File: src/rtl/lector_temp_serial.sv
// lector_temp_serial: periodic reader for a 3-wire read-only serial temperature
// sensor. Each frame clocks in N_BITS (MSB first), quantizes the Celsius value
// into a 3-bit code (code 4 = 28 C by default), holds it, and pulses temp_valid.
module lector_temp_serial #(
  parameter int CLK_DIV       = 4,
  parameter int N_BITS        = 8,
  parameter int SAMPLE_PERIOD = 1000,
  parameter int TEMP_BASE     = 24,
  parameter int STEP_SHIFT    = 0
) (
  input  logic       clk,
  input  logic       reset_n,
  input  logic       enable,
  input  logic       sdata,
  output logic       cs_n,
  output logic       sclk,
  output logic [2:0] temp,
  output logic       temp_valid,
  output logic       busy
);

  localparam int DIV_W = (CLK_DIV > 1) ? $clog2(CLK_DIV) : 1;
  localparam int TMR_W = (SAMPLE_PERIOD > 1) ? $clog2(SAMPLE_PERIOD) : 1;
  localparam int BIT_W = (N_BITS > 1) ? $clog2(N_BITS) : 1;

  localparam logic [DIV_W-1:0]  C_DIV_LAST  = DIV_W'(CLK_DIV - 1);
  localparam logic [TMR_W-1:0]  C_TMR_LAST  = TMR_W'(SAMPLE_PERIOD - 1);
  localparam logic [BIT_W-1:0]  C_BIT_FIRST = BIT_W'(N_BITS - 1);
  localparam logic [N_BITS:0]   C_BASE      = (N_BITS + 1)'(TEMP_BASE);
  localparam logic [N_BITS:0]   C_CODE_MAX  = (N_BITS + 1)'(7);

  typedef enum logic [2:0] {
    S_IDLE,
    S_WAIT,
    S_SETUP,
    S_SHIFT_LO,
    S_SHIFT_HI,
    S_DONE
  } state_t;

  state_t              r_state;
  state_t              w_state_nxt;

  logic [DIV_W-1:0]    r_div;
  logic [TMR_W-1:0]    r_tmr;
  logic [BIT_W-1:0]    r_bit;
  logic [N_BITS-1:0]   r_shift;
  logic                r_cs_n;
  logic                r_sclk;
  logic [2:0]          r_temp;
  logic                r_valid;

  logic                w_div_last;
  logic                w_tmr_last;
  logic                w_in_frame;
  logic                w_nxt_in_frame;
  logic                w_shift_en;
  logic                w_bit_load;
  logic                w_bit_dec;

  // Offset, scale and saturate a raw reading into the 3-bit code. The extra
  // top bit keeps the subtraction and the range compare free of wrap-around.
  function automatic logic [2:0] f_quant(input logic [N_BITS-1:0] d);
    logic [N_BITS:0] w_ext;
    logic [N_BITS:0] w_q;
    w_ext = {1'b0, d};
    if (w_ext < C_BASE) begin
      return 3'd0;
    end
    w_q = (w_ext - C_BASE) >> STEP_SHIFT;
    if (w_q > C_CODE_MAX) begin
      return 3'd7;
    end
    return w_q[2:0];
  endfunction

  assign w_div_last = (r_div == C_DIV_LAST);
  assign w_tmr_last = (r_tmr == C_TMR_LAST);
  assign w_in_frame = (r_state == S_SETUP) || (r_state == S_SHIFT_LO) ||
                      (r_state == S_SHIFT_HI);
  assign w_nxt_in_frame = (w_state_nxt == S_SETUP) || (w_state_nxt == S_SHIFT_LO) ||
                          (w_state_nxt == S_SHIFT_HI);

  // State register; reset aborts any frame in progress.
  always_ff @(posedge clk) begin
    if (!reset_n) begin
      r_state <= S_IDLE;
    end else begin
      r_state <= w_state_nxt;
    end
  end

  // Next-state decode plus the strobes that steer the bit counter and shifter.
  always_comb begin
    w_state_nxt = r_state;
    w_shift_en  = 1'b0;
    w_bit_load  = 1'b0;
    w_bit_dec   = 1'b0;
    case (r_state)
      S_IDLE: begin
        if (enable) begin
          w_state_nxt = S_SETUP;
        end
      end
      S_SETUP: begin
        if (w_div_last) begin
          w_state_nxt = S_SHIFT_LO;
          w_bit_load  = 1'b1;
        end
      end
      S_SHIFT_LO: begin
        // sclk rises on this edge: the sensor's bit has been stable since the fall.
        if (w_div_last) begin
          w_state_nxt = S_SHIFT_HI;
          w_shift_en  = 1'b1;
        end
      end
      S_SHIFT_HI: begin
        if (w_div_last) begin
          if (r_bit == '0) begin
            w_state_nxt = S_DONE;
          end else begin
            w_state_nxt = S_SHIFT_LO;
            w_bit_dec   = 1'b1;
          end
        end
      end
      S_DONE: begin
        w_state_nxt = S_WAIT;
      end
      S_WAIT: begin
        if (w_tmr_last) begin
          w_state_nxt = enable ? S_SETUP : S_IDLE;
        end
      end
      default: begin
        w_state_nxt = S_IDLE;
      end
    endcase
  end

  // Phase divider, period timer, bit counter, shifter and registered bus/outputs.
  always_ff @(posedge clk) begin
    if (!reset_n) begin
      r_div   <= '0;
      r_tmr   <= '0;
      r_bit   <= '0;
      r_shift <= '0;
      r_cs_n  <= 1'b1;
      r_sclk  <= 1'b1;
      r_temp  <= 3'd0;
      r_valid <= 1'b0;
    end else begin
      r_div <= (w_in_frame && !w_div_last) ? r_div + 1'b1 : '0;
      r_tmr <= ((r_state == S_WAIT) && !w_tmr_last) ? r_tmr + 1'b1 : '0;

      if (w_bit_load) begin
        r_bit <= C_BIT_FIRST;
      end else if (w_bit_dec) begin
        r_bit <= r_bit - 1'b1;
      end

      if (w_shift_en) begin
        r_shift <= {r_shift[N_BITS-2:0], sdata};
      end

      // Bus pins follow the next state so they are glitch-free flops aligned with it.
      r_cs_n  <= !w_nxt_in_frame;
      r_sclk  <= (w_state_nxt != S_SHIFT_LO);
      r_valid <= (w_state_nxt == S_DONE);

      if (w_state_nxt == S_DONE) begin
        r_temp <= f_quant(r_shift);
      end
    end
  end

  assign cs_n       = r_cs_n;
  assign sclk       = r_sclk;
  assign temp       = r_temp;
  assign temp_valid = r_valid;
  assign busy       = ~r_cs_n;

endmodule

File: config.mk
export PLATFORM = sky130hd
export DESIGN_NAME = lector_temp_serial
export DESIGN_NICKNAME = d
export VERILOG_FILES = /design/src/rtl/lector_temp_serial.sv
export SDC_FILE = /design/constraint.sdc
export NUM_CORES = 1
export LEC_CHECK = 0
export CAP_MARGIN = 5
export CORE_ASPECT_RATIO = 0.8
export CORE_UTILIZATION = 51
export DETAILED_ROUTE_END_ITERATION = 7
export PLACE_DENSITY = 0.73
export SYNTH_ARGS = -nofsm -noshare
export SYNTH_HDL_FRONTEND = slang
export SYNTH_SLANG_ARGS = --single-unit
File: constraint.sdc
create_clock -name clk -period 1.55 [get_ports clk]
set_input_delay 0.2325 -clock clk [delete_from_list [all_inputs] [get_ports clk]]
set_output_delay 0.2325 -clock clk [all_outputs]
set_load 0.01 [all_outputs]
Yosys cells after proc, flatten, opt, wreduce, memory -nomap -nowiden

Index checks and enable logic that the tools add are counted.

Reductions and logical operators: 14
Add/sub/neg operators: 4
$lt $le $gt $ge: 2
Equal/unequal tests: 12
Muxes and demuxes: 27
Bitwise gates (word level): 1

Operators with widths:

| kind                                                           | number |
|---|---|
| 2-to-1 mux 3 bit                                               | 12 |
| one-hot mux 3 bit (6 select lines)                             | 1 |
| 2-to-1 mux 1 bit                                               | 13 |
| equality test 3 x 2 -> 1 bit (second input constant)           | 4 |
| equality test 3 bit (second input constant)                    | 4 |
| adder 10 x 1 -> 10 bit (second input constant)                 | 1 |
| equality test 10 bit (second input constant)                   | 1 |
| greater-than comparator 9 x 3 -> 1 bit (second input constant) | 1 |
| subtractor 8 x 5 -> 9 bit (second input constant)              | 1 |
| < comparator 8 x 5 -> 1 bit (second input constant)            | 1 |
| zero test 3 bit                                                | 2 |
| logical OR 1 bit                                               | 4 |
| AND reduction 2 bit                                            | 2 |
| equality test 3 x 1 -> 1 bit (second input constant)           | 1 |
| zero test 1 bit                                                | 3 |
| != test 3 x 2 -> 1 bit (second input constant)                 | 1 |
| subtractor 3 x 1 -> 3 bit (second input constant)              | 1 |
| adder 2 x 1 -> 2 bit (second input constant)                   | 1 |
| equality test 2 bit (second input constant)                    | 1 |
| logical AND 1 bit                                              | 2 |
| 2-to-1 mux 2 bit                                               | 1 |
| nonzero test 2 bit                                             | 1 |
| NOT 1 bit                                                      | 1 |

Logic and storage cells: 69
Input bits: 4
Output and inout bits: 7
Bits in registers: 32

Logic depth before layout (Yosys ltp)

Gate-level depths: netlist (run 1).

Depth in word-level cells: 12
Mapped depth: 7
Gate-level depth less buffers: 7

Worst setup path after synthesis (run 1)

Ideal clock, no wire load.

Path kind: register -> register
From: reg r_shift[3]
To: reg r_temp[0] (netlist: temp[0])
Data required time: 1.428 ns
Setup slack: -0.083 ns
Arrival: 1.511 ns
Buffers on the path: 0
Setup time: 0.122 ns
Clock period less this slack: 1.633 ns
Stages on the path, launching flop included: 6
Cell sequence: dfxtp_1 ha_1 nor2b_1 a311oi_1 o41a_2 a221o_1

Longest elaborated chain between the ends: 8
Elaborated cells between the ends (all ways): 13
Those cells by class: 1 x add/sub; 2 x order compare; 10 x mux

Ends and longest elaborated chain:

| element                                | line | text |
|---|---|---|
| start: declaration                     | 47   | `logic [N_BITS-1:0] r_shift;` |
| start signal: assignment               | 164  | `r_shift <= {r_shift[N_BITS-2:0], sdata};` |
| subtractor 8 x 5 -> 9 bit              | 70   | `w_q = (w_ext - C_BASE) >> STEP_SHIFT;` |
| greater-than comparator 9 x 3 -> 1 bit | 71   | `if (w_q > C_CODE_MAX) begin` |
| 2-to-1 mux 1 bit                       | 71   |  |
| 2-to-1 mux 1 bit                       | 70   |  |
| 2-to-1 mux 1 bit                       | 172  | `if (w_state_nxt == S_DONE) begin` |
| 2-to-1 mux 1 bit                       | 144  | `if (!reset_n) begin` |
| 2-to-1 mux 3 bit                       | 74   | `return w_q[2:0];` |
| 2-to-1 mux 3 bit (*)                   | 70   |  |
| end signal: assignment                 | 173  | `r_temp <= f_quant(r_shift);` |
| end: declaration                       | 50   | `logic [2:0] r_temp;` |

Every way passes the cells marked *; elsewhere a longest branch is shown, timed or not. The select of a mux whose other input is x is not followed.
A chain may end at the register's enable or synchronous reset.

Worst setup path in the final report (run 1)

From: reg r_shift[3]
To: reg r_temp[1] (netlist: temp[1])

The elaborated chain is that of the path after synthesis.

==> results of run 1 <==
[logic make-up (layout without fill, tap and decap cells)]
logic type | count (synthesis) | count (layout) | share of synthesized area
adder cells (fa/ha/maj) | 6 | 6 | 0.0516
AND/OR/NAND/NOR | 72 | 72 | 0.250
XOR/XNOR | 9 | 9 | 0.0542
AO/OA/AOI/OAI | 29 | 29 | 0.157
flip-flops | 32 | 32 | 0.441
buffers and inverters | 14 | 45 | 0.0456
[final timing paths]
| path | to | slack, ns | cells after the start |
|---|---|---|---|
| min | r_tmr[0]$_SDFF_PN0_ | 0.45 | 1 |
| min reg2reg | r_tmr[0]$_SDFF_PN0_ | 0.45 | 1 |
| max | temp[1]$_SDFFE_PN0N_ | -0.06 | 5 |
| max reg2reg | temp[1]$_SDFFE_PN0N_ | -0.06 | 5 |
[layout by cell type, fill, tap and decap left out, drive strengths merged, types with 2 or more instances in the layout]
cell	n
nand3	3
clkdlybuf4s50	10
nor4bb	2
and2	2
xor2	4
nand2	28
nor2	16
a221o	3
nor2b	3
buf	19
nand4	4
clkbuf	8
xnor2	5
o31a	3
and3	3
inv	8
dfxtp	32
ha	6
nor3b	2
a21boi	9
a31oi	2
a21oi	3
nor3	4
o21a	2
[worst max-delay path, stage by stage, from the launching register on]
cell,delay [ns]
dfxtp_2,0.36
ha_4,0.15
nor2b_4,0.14
a311oi_1,0.10
o41a_2,0.48
a221o_1,0.28
[synthesized netlist by cell type (all sizes together)]
master / count / share of area
nand2b: 1 / 0.0043
o41ai: 1 / 0.0060
ha: 6 / 0.052
a21o: 1 / 0.0052
nand3: 3 / 0.010
dfxtp: 32 / 0.44
o21a: 2 / 0.010
xor2: 4 / 0.024
nand2: 28 / 0.072
inv: 8 / 0.021
o21ai: 1 / 0.0034
nor3: 4 / 0.022
nor2b: 3 / 0.013
a21oi: 3 / 0.010
and4b: 1 / 0.0069
a21boi: 9 / 0.046
buf: 4 / 0.020
clkbuf: 2 / 0.0052
o41a: 1 / 0.0086
and2: 2 / 0.0086
or3b: 1 / 0.0077
nor4bb: 2 / 0.014
nor4: 1 / 0.0043
nor2: 16 / 0.041
o31a: 3 / 0.018
a311oi: 1 / 0.0060
nand4: 4 / 0.017
a221o: 3 / 0.021
nand4b: 1 / 0.0060
o32a: 1 / 0.0069
xnor2: 5 / 0.030
o21ba: 1 / 0.0069
nor3b: 2 / 0.010
and3: 3 / 0.013
a31oi: 2 / 0.0086
[stage by stage]
| step | hold slack, ns | area (sq um) |
|---|---|---|
| 5_1_grt | 0.473 | 1860 |
| 2_1_floorplan | 0.377 | 1480 |
| 6_report | 0.452 | 1860 |
| 3_3_place_gp | 0.412 | 1730 |
| 4_1_cts | 0.453 | 1810 |
| 3_5_place_dp | 0.435 | 1730 |
[per-layer routing]
metal | part of all wire | global-route usage | vias up
met3 | 0.040 | 0.0709 | 8
li1 | - | - | 626
met2 | 0.46 | 0.332 | 33
met5 | 0 | 0 | -
met4 | 0.021 | 0.133 | 0
met1 | 0.48 | 0.276 | 579
[final cells by class]
cell class	count	area (sq um)
multi-input combinational	116	837
timing repair buffer	29	243
inverter	8	30.0
tap	36	45.0
fill	199	704
sequential	32	644
clock buffer	8	58.8
[state kept, by name, indices dropped and copies added (netlist names)]
name,flops
r_tmr,10
r_shift,8
r_bit,3
r_state,3
temp,3
r_div,2
cs_n,1
sclk,1
temp_valid,1
[timing repair]
action / in CTS / in global routing
endpoints found under the setup margin: 8 / 17
gates resized for setup: 5 / 12
endpoints found under the hold margin: 0 / 0
pin swaps: 0 / 1
[power by group through the flow]
stage | Sequential (mW) | Combinational (mW) | Clock, mW
after floorplan | 0.851 | 0.0317 | 0
after global placement | 0.851 | 0.0562 | 0
after detailed placement | 0.851 | 0.0572 | 0
after CTS | 0.832 | 0.0590 | 0.506
after global routing | 0.833 | 0.0678 | 0.548
final | 0.832 | 0.0631 | 0.494
==> impl_metrics.yaml, run 1 <==
status:
  outcome: "finished with violations"
  violations: "negative setup slack"
power:
  total_power_mw: 1.39
  p_leak_nw: 0.728
  p_sw_uw: 303
  switching_share: 0.218
  clockPowerShare: 0.356
  internal_power_mw: 1.09
  vdd_drop_max_mv: 0.521
  p_per_area_nw_per_um2: 748
  combPwrFrac: 0.045
  seqPwrFrac: 0.599
routing:
  ant_nets: 0
  routedWlPerCell_microns: 12.9
  finalWirelength_microns: 2960
  dr.pass1.iters: 4
  drt_iter0_markers: 68
  vias_per_cell: 5.44
  drc: 0
  vias: 1246
clock_network:
  holdBufCountCts: 0
  htreeDepth: 2
  cts_buffers: 5
  cts_tree: "built"
  root_buffer: "clkbuf_4"
  clkLatencyLatePin_ns: 0.34
  path_clk_slew_ns: 0.09
  clock_sinks: 32
  clockBufferDepth: 2
  cts_setup_buffers: 0
placement:
  placedCellCount: 221
  pre_cts_slack_ns: -0.144
  place_hpwl_microns: 2080
  numPortBuffers: 10
  place.gp.congestion: 0.831
final_layout:
  post-route-util: 0.725
  areaGrowthSynthToFinish_pct: 27.8
  final_cells: 229
  drive_gt1_frac: 0.228
  antenna_cells: 0
  final_net_count: 202
sta:
  max_freq_mhz: 620
  final.period_utilization: 1.04
  layout_setup_ws_ns: -0.0629
  finClkSkew_ns: 0.00496
  tightest_slew_ns: 0.355
  setup-tns-final_ns: -0.164
  relSlewSlack: 0.762
  final_hold_viol_count: 0
  rsz0062_at_grt: "yes"
  maxSlewViolCount: 0
  setup_viol: 3
  fin_crit_ns: 1.61
global_route:
  overflow: 0
  grt.total_usage: 0.223
  grt_antenna_before_repair: 0
  grt_start_max_net_pins: 20
  grt_pass1_vias: 1134
  grt_pass1_wl_microns: 4830
die:
  boundaryPins: 11
  floorplan.initialDensity: 0.567
  rows: 16
  die_area_sq_um: 3070
  core_sq_um: 2560
  die-height_microns: 49.8
  die_w_microns: 61.7
synthesis:
  syn-cell-area_sq_um: 1450
  ys_types: 38
  syn_inst: 162
  ys_seq_area_frac: 0.441
  ys_ff_latch: 32
  synth_area_per_cell_sq_um: 8.97
  yosysWarnings: 0
  synth_fp_nets: 172
worst_setup_path:
  cp.arrival_ns: 1.84
  critPathLaunchType: "register"
  rr_startpoint: "r_shift[3]$_SDFFE_PN0P_"
  crit_path_max_fanout: 3
  cp.required_ns: 1.78
  path_class: "register to register"
  end_kind: "register"
  crit_start: "r_shift[3]$_SDFFE_PN0P_"
min_path:
  hp-start: "r_tmr[0]$_SDFF_PN0_"
  hp-class: "register to register"
run:
  cap_violations: 0
(Power assumes the default switching activity.)
==> run 2, diff against run 1 <==
--- a/config.mk
+++ b/config.mk
@@ -8,8 +8,10 @@
 export CAP_MARGIN = 5
 export CORE_ASPECT_RATIO = 0.8
 export CORE_UTILIZATION = 51
+export CTS_CLUSTER_SIZE = 40
 export DETAILED_ROUTE_END_ITERATION = 7
 export PLACE_DENSITY = 0.73
+export SKIP_LAST_GASP = 1
 export SYNTH_ARGS = -nofsm -noshare
 export SYNTH_HDL_FRONTEND = slang
 export SYNTH_SLANG_ARGS = --single-unit
==> impl_metrics.yaml, run 2 (same netlist as run 1, synthesis figures left out) <==
status:
  outcome: "finished with violations"
  violations: "negative setup slack"
clock_network:
  holdBufCountCts: 0
  clockBufferDepth: 2
  cts_buffers: 5
  root_buffer: "clkbuf_4"
  clkLatencyLatePin_ns: 0.34
  clock_sinks: 32
  cts_tree: "built"
  htreeDepth: 2
  path_clk_slew_ns: 0.09
sta:
  tightest_slew_ns: 0.357
  final.period_utilization: 1.04
  maxSlewViolCount: 0
  relSlewSlack: 0.760
  setup_viol: 3
  fin_crit_ns: 1.61
  max_freq_mhz: 622
  final_hold_viol_count: 0
  finClkSkew_ns: 0.00470
  layout_setup_ws_ns: -0.0579
  rsz0062_at_grt: "yes"
global_route:
  grt.total_usage: 0.223
  overflow: 0
  grt_start_max_net_pins: 20
  use_met2: 0.332
  grt_pass1_vias: 1134
  grt_antenna_before_repair: 0
  use_met1: 0.276
  grt_pass1_wl_microns: 4830
  top_usage_layer: "met2"
  grt_use_met3: 0.0709
die:
  die_w_microns: 61.7
  boundaryPins: 11
  floorplan.initialDensity: 0.567
  rows: 16
  core_sq_um: 2560
  die-height_microns: 49.8
  die_area_sq_um: 3070
worst_setup_path:
  crit_chain: "ha_4 -> nor2b_4 -> a311oi_1 -> o41a_2 -> a221o_1"
  slowest_delay_ns: 0.48
  cp.arrival_ns: 1.84
  path_class: "register to register"
  cp.buffers_inverters: 0
  critPathLaunchType: "register"
  crit_path_max_fanout: 3
  end_kind: "register"
  cp.required_ns: 1.78
  r2r_slack_ns: -0.06
  crit_family: "compound AO/OA/AOI/OAI gates"
  slowest_stage: "o41a_2"
min_path:
  hp-class: "register to register"
power:
  p_leak_nw: 0.727
  vdd_drop_max_mv: 0.522
  p_per_area_nw_per_um2: 748
run:
  cap_violations: 0
placement:
  numPortBuffers: 10
  placedCellCount: 221
  place_hpwl_microns: 2080
  pre_cts_slack_ns: -0.144
  placed_area_sq_um: 1730
  place.gp.congestion: 0.831
routing:
  vias: 1238
  ant_nets: 0
  routedWlPerCell_microns: 12.9
  drc: 0
  drt_iter0_markers: 69
  dr.pass1.iters: 4
  vias_per_cell: 5.41
  finalWirelength_microns: 2960
final_layout:
  largest_registers: "r_tmr (10), r_shift (8)"
  drive_gt1_frac: 0.228
  final_cell_mix: "29 x dfxtp_1, 27 x nand2_1, 19 x buf_4, 16 x nor2_1, 10 x clkdlybuf4s50_1"
  final_common_cell: "dfxtp_1"
  antenna_cells: 0
  top_register: "r_tmr"
  areaGrowthSynthToFinish_pct: 27.8
  design_area_sq_um: 1860
  final_net_count: 202
  post-route-util: 0.725
  final_cells: 229
  largest_reg_flops: 10
run 2: cell counts in the layout (fill, tap and decap cells not counted):
No cell type changed its count.
run 2: layer usage:
layer,share of wire,vias up,wire length (microns)
li1,-,627,-
met1,0.48,574,1430
met2,0.46,29,1360
met3,0.037,8,109
met4,0.022,0,65
met5,0,-,0
run 2: path summary, 6_finish.rpt:
path	start	endpoint	cells after the start
min	r_tmr[0]$_SDFF_PN0_	r_tmr[0]$_SDFF_PN0_	1
max	r_shift[3]$_SDFFE_PN0P_	temp[1]$_SDFFE_PN0N_	5
max reg2reg	r_shift[3]$_SDFFE_PN0P_	temp[1]$_SDFFE_PN0N_	5
min reg2reg	r_tmr[0]$_SDFF_PN0_	r_tmr[0]$_SDFF_PN0_	1
run 2: what timing repair did:
action                     in CTS  in global routing
buffers inserted                0                  0
setup endpoints to repair       8                 17
pin swaps                       0                  1
hold endpoints to repair        0                  0
gates resized for setup         5                 11
run 2: layout make-up:
| class | instances | area [sq um] |
|---|---|---|
| Inverter | 8 | 30.0 |
| Clock buffer | 8 | 58.8 |
| Fill cell | 199 | 704 |
| Sequential cell | 32 | 644 |
| Tap cell | 36 | 45.0 |
| Timing Repair Buffer | 29 | 243 |
| Multi-Input combinational cell | 116 | 837 |
run 2: metrics by stage:
stage	power [mW]	TNS (ns)	hold slack (ns)
global placement	0.907	-0.0572	0.412
detailed placement	0.908	-0.476	0.435
global route	1.45	-0.298	0.473
CTS	1.40	-0.169	0.453
floorplan	0.883	0	0.377
finish	1.39	-0.149	0.452
run 2: worst reg2reg max path, stage by stage (launching register included):
cell,delay (ns)
dfxtp_2,0.36
ha_4,0.15
nor2b_4,0.14
a311oi_1,0.10
o41a_2,0.48
a221o_1,0.28
run 2: where the power goes:
group / internal (mW) / switching (mW) / total [mW]
logic: 0.0339 / 0.0294 / 0.0632
registers: 0.828 / 0.00349 / 0.832
clock network: 0.223 / 0.271 / 0.495
==> run 3, diff against run 2 <==
--- a/config.mk
+++ b/config.mk
@@ -7,10 +7,10 @@
 export LEC_CHECK = 0
 export CAP_MARGIN = 5
 export CORE_ASPECT_RATIO = 0.8
-export CORE_UTILIZATION = 51
+export CORE_UTILIZATION = 45
 export CTS_CLUSTER_SIZE = 40
 export DETAILED_ROUTE_END_ITERATION = 7
-export PLACE_DENSITY = 0.73
+export PLACE_DENSITY = 0.65
 export SKIP_LAST_GASP = 1
 export SYNTH_ARGS = -nofsm -noshare
 export SYNTH_HDL_FRONTEND = slang
==> impl_metrics.yaml, run 3 (same netlist as run 1, synthesis figures left out) <==
status:
  outcome: "finished with violations"
  violations: "negative setup slack"
clock_network:
  clkLatencyLatePin_ns: 0.28
  clockBufferDepth: 2
  cts_tree: "built"
  holdBufCountCts: 0
  path_clk_slew_ns: 0.07
  root_buffer: "clkbuf_8"
  clock_sinks: 32
  htreeDepth: 2
  cts_buffers: 5
die:
  rows: 18
  core_sq_um: 3090
  die_w_microns: 65.6
  floorplan.initialDensity: 0.471
  die_area_sq_um: 3460
  boundaryPins: 11
  die-height_microns: 52.8
global_route:
  grt_pass1_vias: 1086
  grt_antenna_before_repair: 0
  overflow: 0
  grt_start_max_net_pins: 20
  grt_pass1_wl_microns: 4770
  grt.total_usage: 0.191
routing:
  drt_iter0_markers: 84
  finalWirelength_microns: 2860
  routedWlPerCell_microns: 12.2
  ant_nets: 0
  drc: 0
  vias: 1241
  dr.pass1.iters: 4
  vias_per_cell: 5.30
sta:
  final_hold_viol_count: 0
  holdWs_ns: 0.430
  layout_setup_ws_ns: -0.0529
  final.period_utilization: 1.03
  max_freq_mhz: 624
  setup_viol: 3
  maxSlewViolCount: 0
  tightest_slew_ns: 0.376
  finClkSkew_ns: 0.00722
  rsz0062_at_grt: "yes"
  relSlewSlack: 0.747
  fin_crit_ns: 1.60
power:
  switching_share: 0.199
  p_leak_nw: 0.753
  combPwrFrac: 0.037
  internal_power_mw: 1.34
  p_per_area_nw_per_um2: 881
  clockPowerShare: 0.465
  vdd_drop_max_mv: 0.487
  seqPwrFrac: 0.498
  p_sw_uw: 333
worst_setup_path:
  r2r_cells: 5
  path_class: "register to register"
  end_kind: "register"
  r2r_slack_ns: -0.05
  cp.arrival_ns: 1.77
  cp.required_ns: 1.72
  rr_startpoint: "r_shift[3]$_SDFFE_PN0P_"
  crit_path_max_fanout: 3
  critPathLaunchType: "register"
  timing.rr.end: "temp[0]$_SDFFE_PN0N_"
placement:
  placedCellCount: 226
  pre_cts_slack_ns: -0.102
  place.gp.congestion: 0.804
  numPortBuffers: 10
  place_hpwl_microns: 2020
final_layout:
  antenna_cells: 0
  final_cells: 234
  final_net_count: 203
  drive_gt1_frac: 0.216
  largest_reg_flops: 10
  areaGrowthSynthToFinish_pct: 30.6
  final_cell_mix: "30 x dfxtp_1, 27 x nand2_1, 19 x buf_4, 16 x nor2_1, 10 x clkdlybuf4s50_1"
  final_common_cell: "dfxtp_1"
  top_register: "r_tmr"
  largest_registers: "r_tmr (10), r_shift (8)"
min_path:
  hp-class: "register to register"
  hold_depth: 1
  hold_end: "r_div[0]$_SDFF_PN0_"
  hp-start: "r_div[0]$_SDFF_PN0_"
run:
  cap_violations: 0
[run 3: critical path: stages (launching register included)]
cell and delay, ns:
dfxtp_2 0.36, ha_4 0.15, nor2b_4 0.14, a311oi_1 0.10, o41a_2 0.47, a221o_1 0.28
[run 3: timing repair]
item | 4_1_cts | 5_1_grt
gates resized for setup | 4 | 8
endpoints found under the hold margin | 0 | 0
setup buffers | 0 | 0
pin swaps | 0 | 1
endpoints found under the setup margin | 4 | 6
[run 3: cell type report]
| type | instances | area (sq um) |
|---|---|---|
| inverters | 8 | 30.0 |
| multi-input cells | 116 | 813 |
| flip-flops and latches | 32 | 643 |
| clock buffers | 6 | 72.6 |
| well taps | 40 | 50.0 |
| repair buffers | 30 | 254 |
| clock inverters | 2 | 35.0 |
| fillers | 245 | 1190 |
[run 3: per-stage QoR]
step                total power [mW]  TNS (ns)   util  cell area (sq um)
finish                          1.67    -0.132  0.615               1900
global route                    1.75    -0.298  0.615               1900
CTS                             1.69    -0.121  0.603               1860
detailed placement             0.908    -0.176  0.564               1740
global placement               0.907    -0.113  0.564               1740
floorplan                      0.883         0      -               1480
[run 3: layer usage]
metal  up-vias  share of wire  track usage
met4         0          0.015       0.0870
li1        621              -            -
met5         -              0            0
met1       584           0.48        0.233
met2        30           0.45        0.301
met3         6          0.055       0.0674
[run 3: how the worst max path moves through the flow]
stage	from	to	slack, ns	cells after the start
floorplan	r_shift[3]$_SDFFE_PN0P_	temp[0]$_SDFFE_PN0N_	0.01	5
global placement	enable	cs_n$_SDFF_PN1_	-0.11	5
detailed placement	enable	cs_n$_SDFF_PN1_	-0.10	5
CTS	r_shift[3]$_SDFFE_PN0P_	temp[0]$_SDFFE_PN0N_	-0.05	5
global route	r_shift[3]$_SDFFE_PN0P_	temp[0]$_SDFFE_PN0N_	-0.10	5
finish	r_shift[3]$_SDFFE_PN0P_	temp[0]$_SDFFE_PN0N_	-0.05	5
[run 3: power by group through the flow]
stage,sequential [mW],clock [mW],combinational (mW)
final,0.832,0.777,0.0627
after global routing,0.832,0.849,0.0679
after CTS,0.832,0.802,0.0594
after detailed placement,0.851,0,0.0576
after global placement,0.851,0,0.0567
after floorplan,0.851,0,0.0317
